===== config.mk =====
export PLATFORM = sky130hd
export DESIGN_NAME = uart_debug_ctrl
export DESIGN_NICKNAME = d
export VERILOG_FILES = /design/src/rtl/uart_debug_ctrl_pkg.sv /design/src/rtl/uart_debug_ctrl_word_shifter.sv /design/src/rtl/uart_debug_ctrl.sv
export SDC_FILE = /design/constraint.sdc
export NUM_CORES = 1
export LEC_CHECK = 0
export ABC_AREA = 1
export BUFFER_PORTS_ARGS = -buffer_cell sky130_fd_sc_hd__buf_2
export CORE_MARGIN = 4
export CORE_UTILIZATION = 45
export CTS_BUF_LIST = sky130_fd_sc_hd__clkbuf_4
export DETAILED_ROUTE_END_ITERATION = 16
export PLACE_DENSITY = 0.64
export SETUP_SLACK_MARGIN = 0.05
export SLEW_MARGIN = 20
export SYNTH_ARGS = -nofsm -noshare
export SYNTH_HDL_FRONTEND = slang
export SYNTH_SLANG_ARGS = --single-unit

===== constraint.sdc =====
create_clock -name i_clk -period 3.1 [get_ports i_clk]
set_input_delay 0 -clock i_clk [delete_from_list [all_inputs] [get_ports i_clk]]
set_output_delay 0 -clock i_clk [all_outputs]
set_load 0.02 [all_outputs]

===== src/rtl/uart_debug_ctrl_pkg.sv =====
// Shared definitions for the UART debug controller: command/response codes,
// FSM state encoding and word/byte geometry helpers.
package uart_debug_ctrl_pkg;

  localparam int unsigned NB_BYTE     = 8;
  localparam int unsigned NB_DATA_DEF = 32;
  localparam int unsigned BYTES_PER_WORD = NB_DATA_DEF / NB_BYTE;

  // Load word count holds 1..256 (a count byte of 0 means 256)
  localparam int unsigned NB_WCNT = 9;

  localparam logic [7:0] CMD_LOAD = 8'h4C;
  localparam logic [7:0] CMD_RUN  = 8'h52;
  localparam logic [7:0] CMD_STEP = 8'h53;
  localparam logic [7:0] CMD_DUMP = 8'h44;
  localparam logic [7:0] RSP_ACK  = 8'h06;
  localparam logic [7:0] RSP_NAK  = 8'h15;

  typedef enum logic [3:0] {
    ST_IDLE      = 4'd0,
    ST_LOAD_CNT  = 4'd1,
    ST_LOAD_BYTE = 4'd2,
    ST_LOAD_WR   = 4'd3,
    ST_RUN       = 4'd4,
    ST_STEP      = 4'd5,
    ST_DUMP_ADDR = 4'd6,
    ST_DUMP_LAT  = 4'd7,
    ST_DUMP_TX   = 4'd8,
    ST_SEND      = 4'd9
  } state_t;

  function automatic int unsigned bytes_per_word(input int unsigned nb_data);
    return nb_data / NB_BYTE;
  endfunction

endpackage


===== src/rtl/uart_debug_ctrl_word_shifter.sv =====
// Assembles / serialises an NB_DATA word one byte at a time, LSB byte first.
// Ports:
//   clk, rst_n      clock, async active-low reset
//   clr             clear word and byte count
//   load            load load_data as the word, byte count to 0
//   load_data       parallel word to serialise
//   shift_in        insert in_byte at the top, shift word down one byte
//   in_byte         byte to insert
//   shift_out       shift word down one byte (low byte is the one leaving)
//   word            current word register
//   cnt             bytes shifted since last clr/load
//   done            cnt has reached the number of bytes per word
module uart_debug_ctrl_word_shifter
  import uart_debug_ctrl_pkg::*;
#(
  parameter int unsigned NB_DATA = 32,
  localparam int unsigned BPW    = bytes_per_word(NB_DATA),
  localparam int unsigned NCW    = $clog2(BPW + 1)
) (
  input  logic               clk,
  input  logic               rst_n,
  input  logic               clr,
  input  logic               load,
  input  logic [NB_DATA-1:0] load_data,
  input  logic               shift_in,
  input  logic [7:0]         in_byte,
  input  logic               shift_out,
  output logic [NB_DATA-1:0] word,
  output logic [NCW-1:0]     cnt,
  output logic               done
);

  // Bytes enter at the top so the first byte ends up in the low lane
  always_ff @(posedge clk or negedge rst_n) begin
    if (!rst_n) begin
      word <= '0;
      cnt  <= '0;
      done <= 1'b0;
    end else if (clr) begin
      word <= '0;
      cnt  <= '0;
      done <= 1'b0;
    end else if (load) begin
      word <= load_data;
      cnt  <= '0;
      done <= 1'b0;
    end else if (shift_in || shift_out) begin
      word <= (word >> NB_BYTE) |
              (NB_DATA'(shift_in ? in_byte : 8'h00) << (NB_DATA - NB_BYTE));
      cnt  <= cnt + NCW'(1);
      done <= (cnt == NCW'(BPW - 1));
    end
  end

endmodule


===== src/rtl/uart_debug_ctrl.sv =====
// Command sequencer between the UART byte FIFOs and the pipeline debug port.
// Decodes L(oad) / R(un) / S(tep) / D(ump) commands from the RX FIFO, writes
// program words, controls run/step, streams registers back through TX.
// Ports:
//   i_clk, i_reset                 clock, async active-low reset
//   i_rx_empty, i_r_data, o_rd_uart  RX FIFO head and pop
//   i_tx_full, o_wr_uart, o_w_data   TX FIFO status and push
//   o_prog_we/addr/data            instruction memory write port
//   o_run, o_step, i_halt          pipeline run control
//   o_dbg_addr, i_dbg_data         register file debug read port
module uart_debug_ctrl
  import uart_debug_ctrl_pkg::*;
#(
  parameter int unsigned NB_DATA  = 32,
  parameter int unsigned NB_PADDR = 8,
  parameter int unsigned NB_RADDR = 5,
  parameter int unsigned NREG     = 32
) (
  input  logic                i_clk,
  input  logic                i_reset,
  input  logic                i_rx_empty,
  input  logic [7:0]          i_r_data,
  output logic                o_rd_uart,
  input  logic                i_tx_full,
  output logic                o_wr_uart,
  output logic [7:0]          o_w_data,
  output logic                o_prog_we,
  output logic [NB_PADDR-1:0] o_prog_addr,
  output logic [NB_DATA-1:0]  o_prog_data,
  output logic                o_run,
  output logic                o_step,
  input  logic                i_halt,
  output logic [NB_RADDR-1:0] o_dbg_addr,
  input  logic [NB_DATA-1:0]  i_dbg_data
);

  localparam int unsigned BPW    = bytes_per_word(NB_DATA);
  localparam int unsigned NCW    = $clog2(BPW + 1);
  localparam int unsigned NB_IDX = NB_RADDR + 1;

  state_t               state, state_nx;
  logic                 rd_nx, wr_nx, prog_we_nx, run_nx, step_nx;
  logic [7:0]           w_data_nx;
  logic [NB_PADDR-1:0]  prog_addr_nx;
  logic [NB_RADDR-1:0]  dbg_addr_nx;
  logic [NB_WCNT-1:0]   rem, rem_nx;
  logic [NB_IDX-1:0]    idx, idx_nx, idx_inc;
  logic [7:0]           rsp, rsp_nx;

  logic                 rx_clr, rx_shift, tx_load, tx_shift;
  logic [NCW-1:0]       rx_cnt, tx_cnt;
  logic                 rx_done, tx_done;
  logic [NB_DATA-1:0]   tx_word;
  logic                 unused_sink;

  // Receive-side word assembly feeds the program data port directly
  uart_debug_ctrl_word_shifter #(.NB_DATA(NB_DATA)) u_rx_shifter (
    .clk       (i_clk),
    .rst_n     (i_reset),
    .clr       (rx_clr),
    .load      (1'b0),
    .load_data ('0),
    .shift_in  (rx_shift),
    .in_byte   (i_r_data),
    .shift_out (1'b0),
    .word      (o_prog_data),
    .cnt       (rx_cnt),
    .done      (rx_done)
  );

  // Transmit-side serialiser for register dump words
  uart_debug_ctrl_word_shifter #(.NB_DATA(NB_DATA)) u_tx_shifter (
    .clk       (i_clk),
    .rst_n     (i_reset),
    .clr       (1'b0),
    .load      (tx_load),
    .load_data (i_dbg_data),
    .shift_in  (1'b0),
    .in_byte   (8'h00),
    .shift_out (tx_shift),
    .word      (tx_word),
    .cnt       (tx_cnt),
    .done      (tx_done)
  );

  assign unused_sink = ^{rx_done, tx_word, tx_cnt};
  assign idx_inc     = idx + NB_IDX'(1);

  // State and registered outputs
  always_ff @(posedge i_clk or negedge i_reset) begin
    if (!i_reset) begin
      state       <= ST_IDLE;
      o_rd_uart   <= 1'b0;
      o_wr_uart   <= 1'b0;
      o_w_data    <= '0;
      o_prog_we   <= 1'b0;
      o_prog_addr <= '0;
      o_run       <= 1'b0;
      o_step      <= 1'b0;
      o_dbg_addr  <= '0;
      rem         <= '0;
      idx         <= '0;
      rsp         <= '0;
    end else begin
      state       <= state_nx;
      o_rd_uart   <= rd_nx;
      o_wr_uart   <= wr_nx;
      o_w_data    <= w_data_nx;
      o_prog_we   <= prog_we_nx;
      o_prog_addr <= prog_addr_nx;
      o_run       <= run_nx;
      o_step      <= step_nx;
      o_dbg_addr  <= dbg_addr_nx;
      rem         <= rem_nx;
      idx         <= idx_nx;
      rsp         <= rsp_nx;
    end
  end

  // A pop is requested one cycle, then the byte is taken in the cycle
  // o_rd_uart is high; a push likewise leaves a gap so the FIFO flags
  // catch up before the next request.
  always_comb begin
    state_nx     = state;
    rd_nx        = 1'b0;
    wr_nx        = 1'b0;
    w_data_nx    = o_w_data;
    prog_we_nx   = 1'b0;
    prog_addr_nx = o_prog_addr;
    run_nx       = 1'b0;
    step_nx      = 1'b0;
    dbg_addr_nx  = o_dbg_addr;
    rem_nx       = rem;
    idx_nx       = idx;
    rsp_nx       = rsp;
    rx_clr       = 1'b0;
    rx_shift     = 1'b0;
    tx_load      = 1'b0;
    tx_shift     = 1'b0;

    case (state)
      ST_IDLE: begin
        if (o_rd_uart) begin
          case (i_r_data)
            CMD_LOAD: state_nx = ST_LOAD_CNT;
            CMD_RUN: begin
              state_nx = ST_RUN;
              run_nx   = 1'b1;
            end
            CMD_STEP: begin
              state_nx = ST_STEP;
              step_nx  = 1'b1;
            end
            CMD_DUMP: begin
              state_nx    = ST_DUMP_ADDR;
              idx_nx      = '0;
              dbg_addr_nx = '0;
            end
            default: begin
              state_nx = ST_SEND;
              rsp_nx   = RSP_NAK;
            end
          endcase
        end else if (!i_rx_empty) begin
          rd_nx = 1'b1;
        end
      end

      ST_LOAD_CNT: begin
        if (o_rd_uart) begin
          rem_nx       = (i_r_data == 8'h00) ? NB_WCNT'(256) : NB_WCNT'(i_r_data);
          prog_addr_nx = '0;
          rx_clr       = 1'b1;
          state_nx     = ST_LOAD_BYTE;
        end else if (!i_rx_empty) begin
          rd_nx = 1'b1;
        end
      end

      ST_LOAD_BYTE: begin
        if (o_rd_uart) begin
          rx_shift = 1'b1;
          if (rx_cnt == NCW'(BPW - 1)) begin
            prog_we_nx = 1'b1;
            state_nx   = ST_LOAD_WR;
          end
        end else if (!i_rx_empty) begin
          rd_nx = 1'b1;
        end
      end

      // Write pulse is high this cycle; advance address and count
      ST_LOAD_WR: begin
        prog_addr_nx = o_prog_addr + NB_PADDR'(1);
        rem_nx       = rem - NB_WCNT'(1);
        rx_clr       = 1'b1;
        if (rem != NB_WCNT'(1)) begin
          state_nx = ST_LOAD_BYTE;
        end else begin
          state_nx = ST_SEND;
          rsp_nx   = RSP_ACK;
        end
      end

      ST_RUN: begin
        if (i_halt) begin
          state_nx = ST_SEND;
          rsp_nx   = RSP_ACK;
        end else begin
          run_nx = 1'b1;
        end
      end

      ST_STEP: begin
        state_nx = ST_SEND;
        rsp_nx   = RSP_ACK;
      end

      ST_DUMP_ADDR: state_nx = ST_DUMP_LAT;

      ST_DUMP_LAT: begin
        tx_load  = 1'b1;
        state_nx = ST_DUMP_TX;
      end

      ST_DUMP_TX: begin
        if (!o_wr_uart) begin
          if (tx_done) begin
            idx_nx = idx_inc;
            if (32'(idx_inc) < NREG) begin
              state_nx    = ST_DUMP_ADDR;
              dbg_addr_nx = idx_inc[NB_RADDR-1:0];
            end else begin
              state_nx = ST_SEND;
              rsp_nx   = RSP_ACK;
            end
          end else if (!i_tx_full) begin
            wr_nx     = 1'b1;
            w_data_nx = tx_word[7:0];
            tx_shift  = 1'b1;
          end
        end
      end

      ST_SEND: begin
        if (!o_wr_uart && !i_tx_full) begin
          wr_nx     = 1'b1;
          w_data_nx = rsp;
          state_nx  = ST_IDLE;
        end
      end

      default: state_nx = ST_IDLE;
    endcase
  end

endmodule


==> results.json, run 1 <==
{
  "critPathRequiredTime_ps": 3490,
  "clk_pin_slew_ps": 110,
  "fin_nets": 869,
  "r2r.worst_path.cells": 9,
  "grt_setup_unrepaired": "no",
  "io_buffer_count": 102,
  "placementRows": 40,
  "timing.critical_path.arrival_ps": 2570,
  "detail_route.first_pass.iterations": 5,
  "cts-buffers-inserted": 17,
  "worst_clock_skew_ps": 13.8,
  "fin_crit_ps": 2180,
  "netlist_area_um2": 5680,
  "pwr-share-comb": 0.387,
  "ys_seq_area_frac": 0.524,
  "multiInputGateArea_um2": 2230,
  "finalHoldViolCount": 0,
  "timing.critical_path.fanout_max": 25,
  "layout.core_utilization": 0.581,
  "final.setup.tns_ps": 0,
  "gp_congestion": 0.912,
  "fmax_mhz": 459,
  "run_status": "complete, no violations",
  "reg2reg_from": "state[3]",
  "power.leakage_nw": 3.70,
  "final_layout_size_suffix_gt1_frac": 0.199,
  "route.antenna.remaining_nets": 0,
  "chipHeight_um": 120,
  "power.clock.fraction": 0.207,
  "grt_use_total": 0.199,
  "fp.coreArea_um2": 12200,
  "remaining_drc_errors": 0,
  "syn_inst": 668,
  "setup-violations-final": 0,
  "synth.distinct_cells": 38,
  "route.final.wire_length_mm": 13.8,
  "grt.overflow.total": 0,
  "hold_class": "input port to async pin",
  "min_period_over_period": 0.702,
  "number_of_antenna_violations_at_the_first_check_in_global_routing": 0,
  "max_cap_viols": 0,
  "first_global_vias": 4782,
  "ff2ff_setup_slack_ps": 920,
  "cts_tree": "yes",
  "clk_path_buf_depth": 2,
  "seq_power_share": 0.406,
  "cts-htree-levels": 4,
  "clock_latency_ps": 530,
  "cp-end-kind": "flop",
  "post_drt_via_cell_ratio": 4.93,
  "floorplan.initialDensity": 0.467,
  "design_power_total_w": 0.00569,
  "netSwitchingPower_w": 0.00235,
  "die_area_um2": 14500,
  "fraction_of_registers_with_async_set_or_reset_after_synthesis": 1.00,
  "synth.net_count": 721,
  "grt_start_max_net_pins": 70,
  "antenna-diode-count": 0,
  "synth-seq-cells": 119,
  "clock_sink_count": 119,
  "power.share.switching": 0.413,
  "routed_wire_length_per_instance_um": 13.9,
  "die_w_um": 120,
  "layout.area.seq_um2": 2980,
  "cp-start-kind": "flop",
  "max_slew.worst_pin.slew_ps": 762,
  "synth_flop_cell": "sky130_fd_sc_hd__dfrtp_1",
  "detailedPlacementHpwl_mm": 9.60,
  "crit_type": "flop to flop",
  "r2r-end": "u_rx_shifter.word[25]",
  "worst_ir_drop_vdd_mv": 0.537,
  "root_buffer": "sky130_fd_sc_hd__clkbuf_4",
  "syn2layout_area_growth_pct": 24.4,
  "floorplan.io_pins": 103,
  "grt_pass1_wl_mm": 23.2,
  "initialDrtViolationCount": 376,
  "intPower_w": 0.00334,
  "yosys_warnings": 0,
  "max_slew_vio_count": 0,
  "power_density_nw_per_um2": 806,
  "dr_total_vias": 4919,
  "filler_cells": 1114,
  "syn-mean-instance-area_um2": 8.50,
  "synth-edff-count": 0,
  "timing.slew.headroom": 0.490
}
worst max-delay path: stages (launching register included):
cell and delay (ps):
sky130_fd_sc_hd__dfrtp_1 450, sky130_fd_sc_hd__nor2_2 210, sky130_fd_sc_hd__inv_2 90, sky130_fd_sc_hd__nor2_2 80, sky130_fd_sc_hd__buf_4 200, sky130_fd_sc_hd__inv_2 140
sky130_fd_sc_hd__nand2_2 260, sky130_fd_sc_hd__inv_2 200, sky130_fd_sc_hd__nand2_4 270, sky130_fd_sc_hd__o22ai_1 130
cell families after synthesis:
logic type,synth area share
flip-flops,0.524
buffers and inverters,0.0820
multiplexers,0.00353
AO/OA/AOI/OAI,0.130
XOR/XNOR,0.00617
AND/OR/NAND/NOR,0.236
adder cells (fa/ha/maj),0.0176
final cells by class:
| type | count | share of cell area |
|---|---|---|
| Sequential cell | 119 | 0.422 |
| Multi-Input combinational cell | 437 | 0.316 |
| Timing Repair Buffer | 151 | 0.142 |
| Inverter | 90 | 0.0478 |
| Tap cell | 168 | 0.0298 |
| Clock inverter | 13 | 0.0220 |
| Clock buffer | 19 | 0.0202 |
per-layer routing:
metal / vias up / track usage / wire length [um]
met4: 0 / 0.0531 / 148
met1: 2306 / 0.275 / 6540
met5: - / 0 / 0
li1: 2487 / - / -
met2: 113 / 0.314 / 6510
met3: 13 / 0.0538 / 635
flip-flops by register name, summed over array words and instances (netlist names):
register and cells:
idx 6, o_dbg_addr 5, o_prog_addr 8, o_prog_we 1
o_rd_uart 1, o_run 1, o_step 1, o_w_data 8
o_wr_uart 1, rem 9, rsp 3, state 4
u_rx_shifter.cnt 3, u_rx_shifter.word 32, u_tx_shifter.cnt 3, u_tx_shifter.done 1
u_tx_shifter.word 32
worst max-delay path by stage:
stage               startpoint                    end
floorplan            o_wr_uart  u_tx_shifter.word[15]
global placement      state[3]   u_rx_shifter.word[9]
detailed placement    state[3]  u_rx_shifter.word[11]
CTS                   state[3]  u_rx_shifter.word[25]
global route          state[3]  u_rx_shifter.word[15]
finish                state[3]  u_rx_shifter.word[25]
timing repair:
item                      CTS  global route
hold endpoints to repair  103             0
setup buffers               0             0
gates resized for setup     0             0
hold buffers               45             0
cell usage in the layout, fill, tap and decap left out, drive strengths merged:
| master | instances |
|---|---|
| nand2 | 172 |
| dfrtp | 119 |
| buf | 106 |
| inv | 91 |
| nor2 | 64 |
| nand3 | 57 |
| o21ai | 48 |
| dlygate4sd3 | 45 |
| o22ai | 28 |
| clkbuf | 19 |
| a22oi | 13 |
| a21oi | 11 |
| o211ai | 8 |
| ha | 8 |
| clkinv | 8 |
| a31oi | 5 |
| a22o | 4 |
| xor2 | 4 |
| nand4 | 3 |
| bufinv | 3 |
| o31ai | 2 |
| nor3 | 2 |
| mux2i | 2 |
| or2 | 2 |
| nor4 | 1 |
| o21bai | 1 |
| nand3b | 1 |
| o221ai | 1 |
| clkinvlp | 1 |
power groups by stage:
| stage | clock, W | sequential, W | combinational (W) |
|---|---|---|---|
| 2_1_floorplan | 0 | 0.00249 | 0.00142 |
| 4_1_cts | 0.00121 | 0.00231 | 0.00221 |
| 6_report | 0.00118 | 0.00231 | 0.00220 |
| 3_3_place_gp | 0 | 0.00233 | 0.00212 |
| 5_1_grt | 0.00127 | 0.00237 | 0.00249 |
| 3_5_place_dp | 0 | 0.00234 | 0.00216 |
per-stage QoR:
| step | hold WS, ps | setup slack (ps) | cell area (um^2) | std cells |
|---|---|---|---|---|
| floorplan | -296 | 1520 | 5680 | 668 |
| global placement | 70.5 | 1030 | 6320 | 920 |
| detailed placement | 77.4 | 964 | 6320 | 920 |
| CTS | 31.4 | 943 | 7060 | 997 |
| global route | 61.2 | 742 | 7060 | 997 |
| finish | 26.6 | 923 | 7060 | 997 |
cells in the mapped netlist (5+ instances only):
library cell / instances / area share
sky130_fd_sc_hd__inv_1: 82 / 0.054
sky130_fd_sc_hd__inv_2: 8 / 0.0053
sky130_fd_sc_hd__o21ai_1: 10 / 0.0088
sky130_fd_sc_hd__buf_2: 8 / 0.0071
sky130_fd_sc_hd__o22ai_1: 28 / 0.031
sky130_fd_sc_hd__nand3_1: 57 / 0.050
sky130_fd_sc_hd__ha_1: 8 / 0.018
sky130_fd_sc_hd__o21ai_0: 38 / 0.033
sky130_fd_sc_hd__dfrtp_1: 119 / 0.52
sky130_fd_sc_hd__nor2_1: 54 / 0.036
sky130_fd_sc_hd__clkbuf_1: 7 / 0.0046
sky130_fd_sc_hd__a21oi_1: 9 / 0.0079
sky130_fd_sc_hd__a22oi_1: 13 / 0.017
sky130_fd_sc_hd__nand2_1: 164 / 0.11
sky130_fd_sc_hd__a31oi_1: 5 / 0.0055
sky130_fd_sc_hd__o211ai_1: 8 / 0.011
Power figures use the tool's default switching activity.
==> run 2, diff against run 1 <==
--- a/config.mk
+++ b/config.mk
@@ -5,13 +5,13 @@
 export SDC_FILE = /design/constraint.sdc
 export NUM_CORES = 1
 export LEC_CHECK = 0
-export ABC_AREA = 1
+export ABC_AREA = 0
 export BUFFER_PORTS_ARGS = -buffer_cell sky130_fd_sc_hd__buf_2
 export CORE_MARGIN = 4
 export CORE_UTILIZATION = 45
 export CTS_BUF_LIST = sky130_fd_sc_hd__clkbuf_4
 export DETAILED_ROUTE_END_ITERATION = 16
-export PLACE_DENSITY = 0.64
+export PLACE_DENSITY = 0.66
 export SETUP_SLACK_MARGIN = 0.05
 export SLEW_MARGIN = 20
 export SYNTH_ARGS = -nofsm -noshare
==> constraint.sdc (replaced) <==
create_clock -name i_clk -period 1.9 [get_ports i_clk]
set_input_delay 0 -clock i_clk [delete_from_list [all_inputs] [get_ports i_clk]]
set_output_delay 0 -clock i_clk [all_outputs]
set_load 0.02 [all_outputs]
==> run 2 against run 1 <==
Against the previous run:
- the run now ends with negative setup slack left
- core utilization up 5.1 points
- wire length up 10%
- sequential cell count unchanged
- register-to-register slack worse by 970 ps
- critical path type unchanged
- largest cell class unchanged
==> results.json, run 2 <==
{
  "syn2layout_area_growth_pct": 36.3,
  "post_synth_xor_area_fraction": 0.0109,
  "floorplan.io_pins": 103,
  "clk_pin_slew_ps": 100,
  "grt_use_total": 0.214,
  "syn_inst": 595,
  "ys_top_cells_by_count": "132 x sky130_fd_sc_hd__nand2_1, 119 x sky130_fd_sc_hd__dfrtp_1, 59 x sky130_fd_sc_hd__o21ai_1",
  "cp-end-kind": "flop",
  "max_slew.worst_pin.slew_ps": 453,
  "final_layout_size_suffix_gt1_frac": 0.291,
  "fin_crit_ps": 1940,
  "synth.top_cell.area_share": 0.528,
  "placementRows": 40,
  "fp.coreArea_um2": 12200,
  "die_area_um2": 14400,
  "max_cap_viols": 0,
  "netlist_area_um2": 5640,
  "fin_nets": 845,
  "grt_pass1_wl_mm": 24.4,
  "setup-violations-final": 1,
  "number_of_antenna_violations_at_the_first_check_in_global_routing": 0,
  "synth_mux_area_frac": 0.0592,
  "place_worst_setup_slack_ps": -125,
  "detail_route.first_pass.iterations": 5,
  "max_slew_vio_count": 0,
  "root_buffer": "sky130_fd_sc_hd__clkbuf_4",
  "synth.net_count": 648,
  "routed_wire_length_per_instance_um": 15.7,
  "worst_clock_skew_ps": 10.0,
  "detailedPlacementHpwl_mm": 10.1,
  "layout.core_utilization": 0.632,
  "post_synth_main_area_contributors": "sky130_fd_sc_hd__dfrtp_1 53%, sky130_fd_sc_hd__nand2_1 8.8%, sky130_fd_sc_hd__mux2i_1 5.3%",
  "io_buffer_count": 102,
  "dr_total_vias": 5102,
  "grt.overflow.total": 0,
  "run_status": "complete, but fails checks",
  "worst_ir_drop_vdd_mv": 0.523,
  "post_layout_nonfiller_instances": 972,
  "synth_flop_cell": "sky130_fd_sc_hd__dfrtp_1",
  "final.setup.tns_ps": -44.8,
  "remaining_drc_errors": 0,
  "route.antenna.remaining_nets": 0,
  "clock_sink_count": 119,
  "hold_class": "input port to async pin",
  "first_global_vias": 4909,
  "crit_type": "flop to flop",
  "power_density_nw_per_um2": 1130,
  "area_fraction_in_compound_gates_after_synthesis": 0.162,
  "antenna-diode-count": 0,
  "synth_simple_gate_area_share": 0.187,
  "main_combinational_cell_family_by_area_after_synthesis": "simple AND/OR/NAND/NOR gates",
  "synth_adder_area_share": 0.0177,
  "post_drt_via_cell_ratio": 5.25,
  "final_common_cell": "sky130_fd_sc_hd__nand2_1",
  "initialDrtViolationCount": 389,
  "cts_tree": "yes",
  "timing.critical_path.arrival_ps": 2380,
  "synth_area_leader_cell": "sky130_fd_sc_hd__dfrtp_1",
  "clk_path_buf_depth": 2,
  "clock_latency_ps": 550,
  "reg_top3": "u_rx_shifter.word: 32 flops, u_tx_shifter.word: 32 flops, rem: 9 flops",
  "mostFrequentLayoutCells": "132 x sky130_fd_sc_hd__nand2_1, 119 x sky130_fd_sc_hd__dfrtp_1, 101 x sky130_fd_sc_hd__buf_2",
  "fraction_of_registers_with_async_set_or_reset_after_synthesis": 1.00,
  "synth.distinct_cells": 64,
  "timing.critical_path.fanout_max": 3,
  "min_period_over_period": 1.02,
  "die_w_um": 120,
  "route.final.wire_length_mm": 15.3,
  "synthMostInstantiatedCell": "sky130_fd_sc_hd__nand2_1",
  "synth-seq-cells": 119,
  "grt_setup_unrepaired": "yes",
  "timing.slew.headroom": 0.697,
  "floorplan.initialDensity": 0.464,
  "critPathRequiredTime_ps": 2340,
  "place.detailed.instances": 884,
  "fmax_mhz": 514,
  "chipHeight_um": 120,
  "grt_start_max_net_pins": 61,
  "cts-htree-levels": 4,
  "finalHoldViolCount": 0,
  "cts-buffers-inserted": 17,
  "yosys_warnings": 0,
  "gp_congestion": 0.915,
  "violations": "negative setup slack",
  "ys_seq_area_frac": 0.528,
  "synth-edff-count": 0,
  "syn-mean-instance-area_um2": 9.48,
  "cp-start-kind": "flop",
  "final.setup.worst_slack_ps": -44.8,
  "power.leakage_nw": 3.55
}
[run 2: cell types whose count changed after synthesis, moves of 15 or more]
| cell | previous run | this run |
|---|---|---|
| sky130_fd_sc_hd__nor2_1 | 54 | 39 |
| sky130_fd_sc_hd__mux2i_1 | 2 | 30 |
| sky130_fd_sc_hd__o22ai_1 | 28 | 3 |
| sky130_fd_sc_hd__o21ai_1 | 10 | 59 |
| sky130_fd_sc_hd__o21ai_0 | 38 | 8 |
| sky130_fd_sc_hd__nand2_1 | 164 | 132 |
| sky130_fd_sc_hd__nand3_1 | 57 | 13 |
| sky130_fd_sc_hd__a21oi_1 | 9 | 43 |
| sky130_fd_sc_hd__inv_1 | 82 | 7 |
[run 2: stage by stage]
stage / total power, W / hold slack [ps] / instance area [um^2]
after floorplan: 0.00542 / -296 / 5640
after detailed placement: 0.00655 / -49.3 / 6680
final: 0.00868 / 46.6 / 7690
after global routing: 0.00927 / 28.2 / 7690
after global placement: 0.00643 / -48.3 / 6680
after CTS: 0.00842 / 26.2 / 7480
[run 2: where the power goes]
group / switching, W / internal [W] / total, W / leakage (nW)
clock network: 0.000928 / 0.000773 / 0.00170 / 0.132
logic: 0.00187 / 0.00145 / 0.00332 / 1.84
registers: 0.000511 / 0.00315 / 0.00366 / 1.58
[run 2: repair_timing]
item | in CTS | in global routing
gates cloned | 0 | 1
pin swaps | 6 | 9
gates resized for setup | 14 | 28
buffers inserted | 4 | 7
setup endpoints to repair | 55 | 85
hold buffers | 45 | 0
hold endpoints to repair | 181 | 0
[run 2: final timing paths]
check                      slack, ps                     to  cells past startpoint            from
max                              -40               state[1]                      6        state[2]
min                               50    u_rx_shifter.cnt[0]                      3         i_reset
max reg2reg                      -40               state[1]                      6        state[2]
min reg2reg                      480         o_prog_addr[7]                      1  o_prog_addr[7]
max in group asynchronous       1620  u_tx_shifter.word[15]                      3         i_reset
min in group i_clk               150              o_rd_uart                      3      i_rx_empty
[run 2: kinds of logic after synthesis]
group           Yosys count
xor+xnor                  7
simple gates            233
buf+inv                  42
compound gates          153
flops                   119
fa+ha+maj                 8
mux                      33
[run 2: cell type report]
type,count,area [um^2]
fillers,1024,4470
multi-input cells,434,2650
flip-flops and latches,119,2980
clock buffers,19,143
clock inverters,12,111
repair buffers,212,1570
well taps,168,210
inverters,8,30.0
[run 2: worst max-delay path, stage by stage, from the launching register on]
cell	delay (ps)
sky130_fd_sc_hd__dfrtp_1	420
sky130_fd_sc_hd__buf_4	150
sky130_fd_sc_hd__buf_4	140
sky130_fd_sc_hd__or3b_4	400
sky130_fd_sc_hd__or2_4	280
sky130_fd_sc_hd__o211ai_4	120
sky130_fd_sc_hd__mux2_4	330
[run 2: routing by layer]
layer | track usage | routed length, um | up-vias
li1 | - | - | 2470
met1 | 0.274 | 6660 | 2437
met2 | 0.345 | 7460 | 162
met3 | 0.0504 | 749 | 33
met4 | 0.0931 | 395 | 0
met5 | 0 | 0 | -
==> run 3, diff against run 2 <==
--- a/config.mk
+++ b/config.mk
@@ -8,12 +8,13 @@
 export ABC_AREA = 0
 export BUFFER_PORTS_ARGS = -buffer_cell sky130_fd_sc_hd__buf_2
 export CORE_MARGIN = 4
-export CORE_UTILIZATION = 45
+export CORE_UTILIZATION = 53
 export CTS_BUF_LIST = sky130_fd_sc_hd__clkbuf_4
 export DETAILED_ROUTE_END_ITERATION = 16
-export PLACE_DENSITY = 0.66
+export PLACE_DENSITY = 0.76
 export SETUP_SLACK_MARGIN = 0.05
 export SLEW_MARGIN = 20
 export SYNTH_ARGS = -nofsm -noshare
 export SYNTH_HDL_FRONTEND = slang
+export SYNTH_HIERARCHICAL = 1
 export SYNTH_SLANG_ARGS = --single-unit
==> run 3 against run 2 <==
Against the previous run:
- the flow still finishes with violations (negative setup slack)
- global-route usage up 3.3 points
- total power increased by 7.5%
- first-iteration DRC count increased by 16%
- combinational power increased by 16%
- sequential cell count is the same
- non-clock buffer count unchanged
- critical path depth did not move
- largest power group is now combinational cells
- highest routed layer unchanged
==> results.json, run 3 <==
{
  "run_status": "complete, but fails checks",
  "violations": "negative setup slack",
  "reg2reg_from": "state[2]",
  "cts_tree": "yes",
  "io_buffer_count": 102,
  "detail_route.first_pass.iterations": 5,
  "hold_critical_path_depth": 4,
  "post_drt_via_cell_ratio": 5.54,
  "antenna-diode-count": 0,
  "route.antenna.remaining_nets": 0,
  "clock_sink_count": 119,
  "power.leakage_nw": 4.00,
  "finalHoldViolCount": 0,
  "final_layout_size_suffix_gt1_frac": 0.318,
  "hold_class": "input port to flop",
  "cpPeakStageDelay_ps": 450,
  "setup-violations-final": 3,
  "cp-end-kind": "flop",
  "route.final.wire_length_mm": 16.6,
  "root_buffer": "sky130_fd_sc_hd__clkbuf_4",
  "grt_use_total": 0.247,
  "path_delay_family": "compound AO/OA/AOI/OAI gates",
  "layout.core_utilization": 0.752,
  "gp_congestion": 0.888,
  "routed_wire_length_per_instance_um": 16.3,
  "clk_pin_slew_ps": 100,
  "r2r.worst_path.cells": 6,
  "power_density_nw_per_um2": 1090,
  "placementRows": 39,
  "cp-start-kind": "flop",
  "cts-buffers-inserted": 17,
  "clk_path_buf_depth": 2,
  "die_w_um": 116,
  "die_area_um2": 13400,
  "netlist_area_um2": 6160,
  "timing.slew.headroom": 0.568,
  "syn-mean-instance-area_um2": 10.1,
  "chipHeight_um": 116,
  "cts-htree-levels": 4,
  "final.setup.tns_ps": -32.0,
  "floorplan.io_pins": 103,
  "first_global_vias": 5541,
  "final.setup.worst_slack_ps": -25.9,
  "yosys_warnings": 6,
  "grt_start_max_net_pins": 61,
  "cp_num_cells": 6,
  "syn_inst": 610,
  "remaining_drc_errors": 0,
  "critPathRequiredTime_ps": 2340,
  "worst_clock_skew_ps": 13.4,
  "timing.critical_path.fanout_max": 7,
  "fin_nets": 910,
  "design_power_total_w": 0.00933,
  "critPathSlowestCell": "sky130_fd_sc_hd__dfrtp_2",
  "mostFrequentLayoutCells": "116 x sky130_fd_sc_hd__dfrtp_1, 113 x sky130_fd_sc_hd__nand2_1, 101 x sky130_fd_sc_hd__buf_2",
  "reg_top3": "u_rx_shifter/word: 32 flops, u_tx_shifter/word: 32 flops, rem: 9 flops",
  "fp.coreArea_um2": 11400,
  "max_slew_vio_count": 0,
  "worst_ir_drop_vdd_mv": 0.704,
  "number_of_antenna_violations_at_the_first_check_in_global_routing": 0,
  "hold_path.startpoint": "i_dbg_data[24]",
  "worstSetupStartpoint": "state[2]",
  "max_slew.worst_pin.slew_ps": 642,
  "initialDrtViolationCount": 451,
  "min_period_over_period": 1.01,
  "dr_total_vias": 5612,
  "clock_latency_ps": 550,
  "grt.overflow.total": 0,
  "crit_type": "flop to flop",
  "fin_crit_ps": 1930,
  "cp_cell_sequence": "buf_12 -> nor4_4 -> nand4_1 -> a21o_1 -> a21o_4 -> a32o_1",
  "timing.critical_path.buf_inv": 1,
  "grt_pass1_wl_mm": 26.3,
  "floorplan.initialDensity": 0.540,
  "timing.critical_path.arrival_ps": 2370,
  "final_common_cell": "sky130_fd_sc_hd__dfrtp_1",
  "grt_setup_unrepaired": "yes",
  "max_cap_viols": 0,
  "fmax_mhz": 519,
  "detailedPlacementHpwl_mm": 10.8,
  "syn2layout_area_growth_pct": 39.3
}
run 3: worst paths after layout:
path,end,slack (ps)
setup / recovery,o_dbg_addr[1],-30
hold / removal,u_tx_shifter/word[24],180
setup reg to reg,o_dbg_addr[1],-30
hold reg to reg,rsp[2],480
max in group asynchronous,state[2],410
min in group asynchronous,o_prog_addr[5],540
run 3: repair_timing:
action                                 in CTS  in global routing
hold buffers                               46                  0
cloned                                      0                  2
buffers inserted                            2                  7
setup endpoints to repair                  54                 89
endpoints found under the hold margin     183                  0
resized for setup                           8                 76
pin swaps                                   4                 16
run 3: worst reg2reg max path, delay by kind of cell (launching register included):
family | cells | cell delay, ps
buffers and inverters | 1 | 150
AO/OA/AOI/OAI | 3 | 720
flip-flops | 1 | 450
AND/OR/NAND/NOR | 2 | 500
run 3: cell type report:
class | instances | area, um^2
timing repair buffer | 212 | 1640
fill | 756 | 2830
clock buffer | 21 | 158
multi-input combinational | 498 | 3460
sequential | 119 | 2980
tap | 143 | 179
clock inverter | 11 | 131
inverter | 9 | 33.8
run 3: metal layers:
layer | track usage | wire, um
met1 | 0.306 | 6870
met2 | 0.414 | 8330
met5 | 0 | 0
met3 | 0.0601 | 898
met4 | 0.104 | 454
run 3: power breakdown:
group	internal (W)	switching (W)	leakage, nW
clock	0.000952	0.000935	0.166
sequential	0.00309	0.000508	1.53
combinational	0.00171	0.00213	2.30
run 3: metrics by stage:
step	setup slack, ps	hold slack, ps	instance area (um^2)	instances
final	-25.9	175	8580	1013
after global routing	-74.5	162	8580	1013
after CTS	31.8	139	8170	1005
after detailed placement	-44.6	-123	7370	925
after global placement	28.7	-125	7370	925
after floorplan	39.4	-296	6420	662
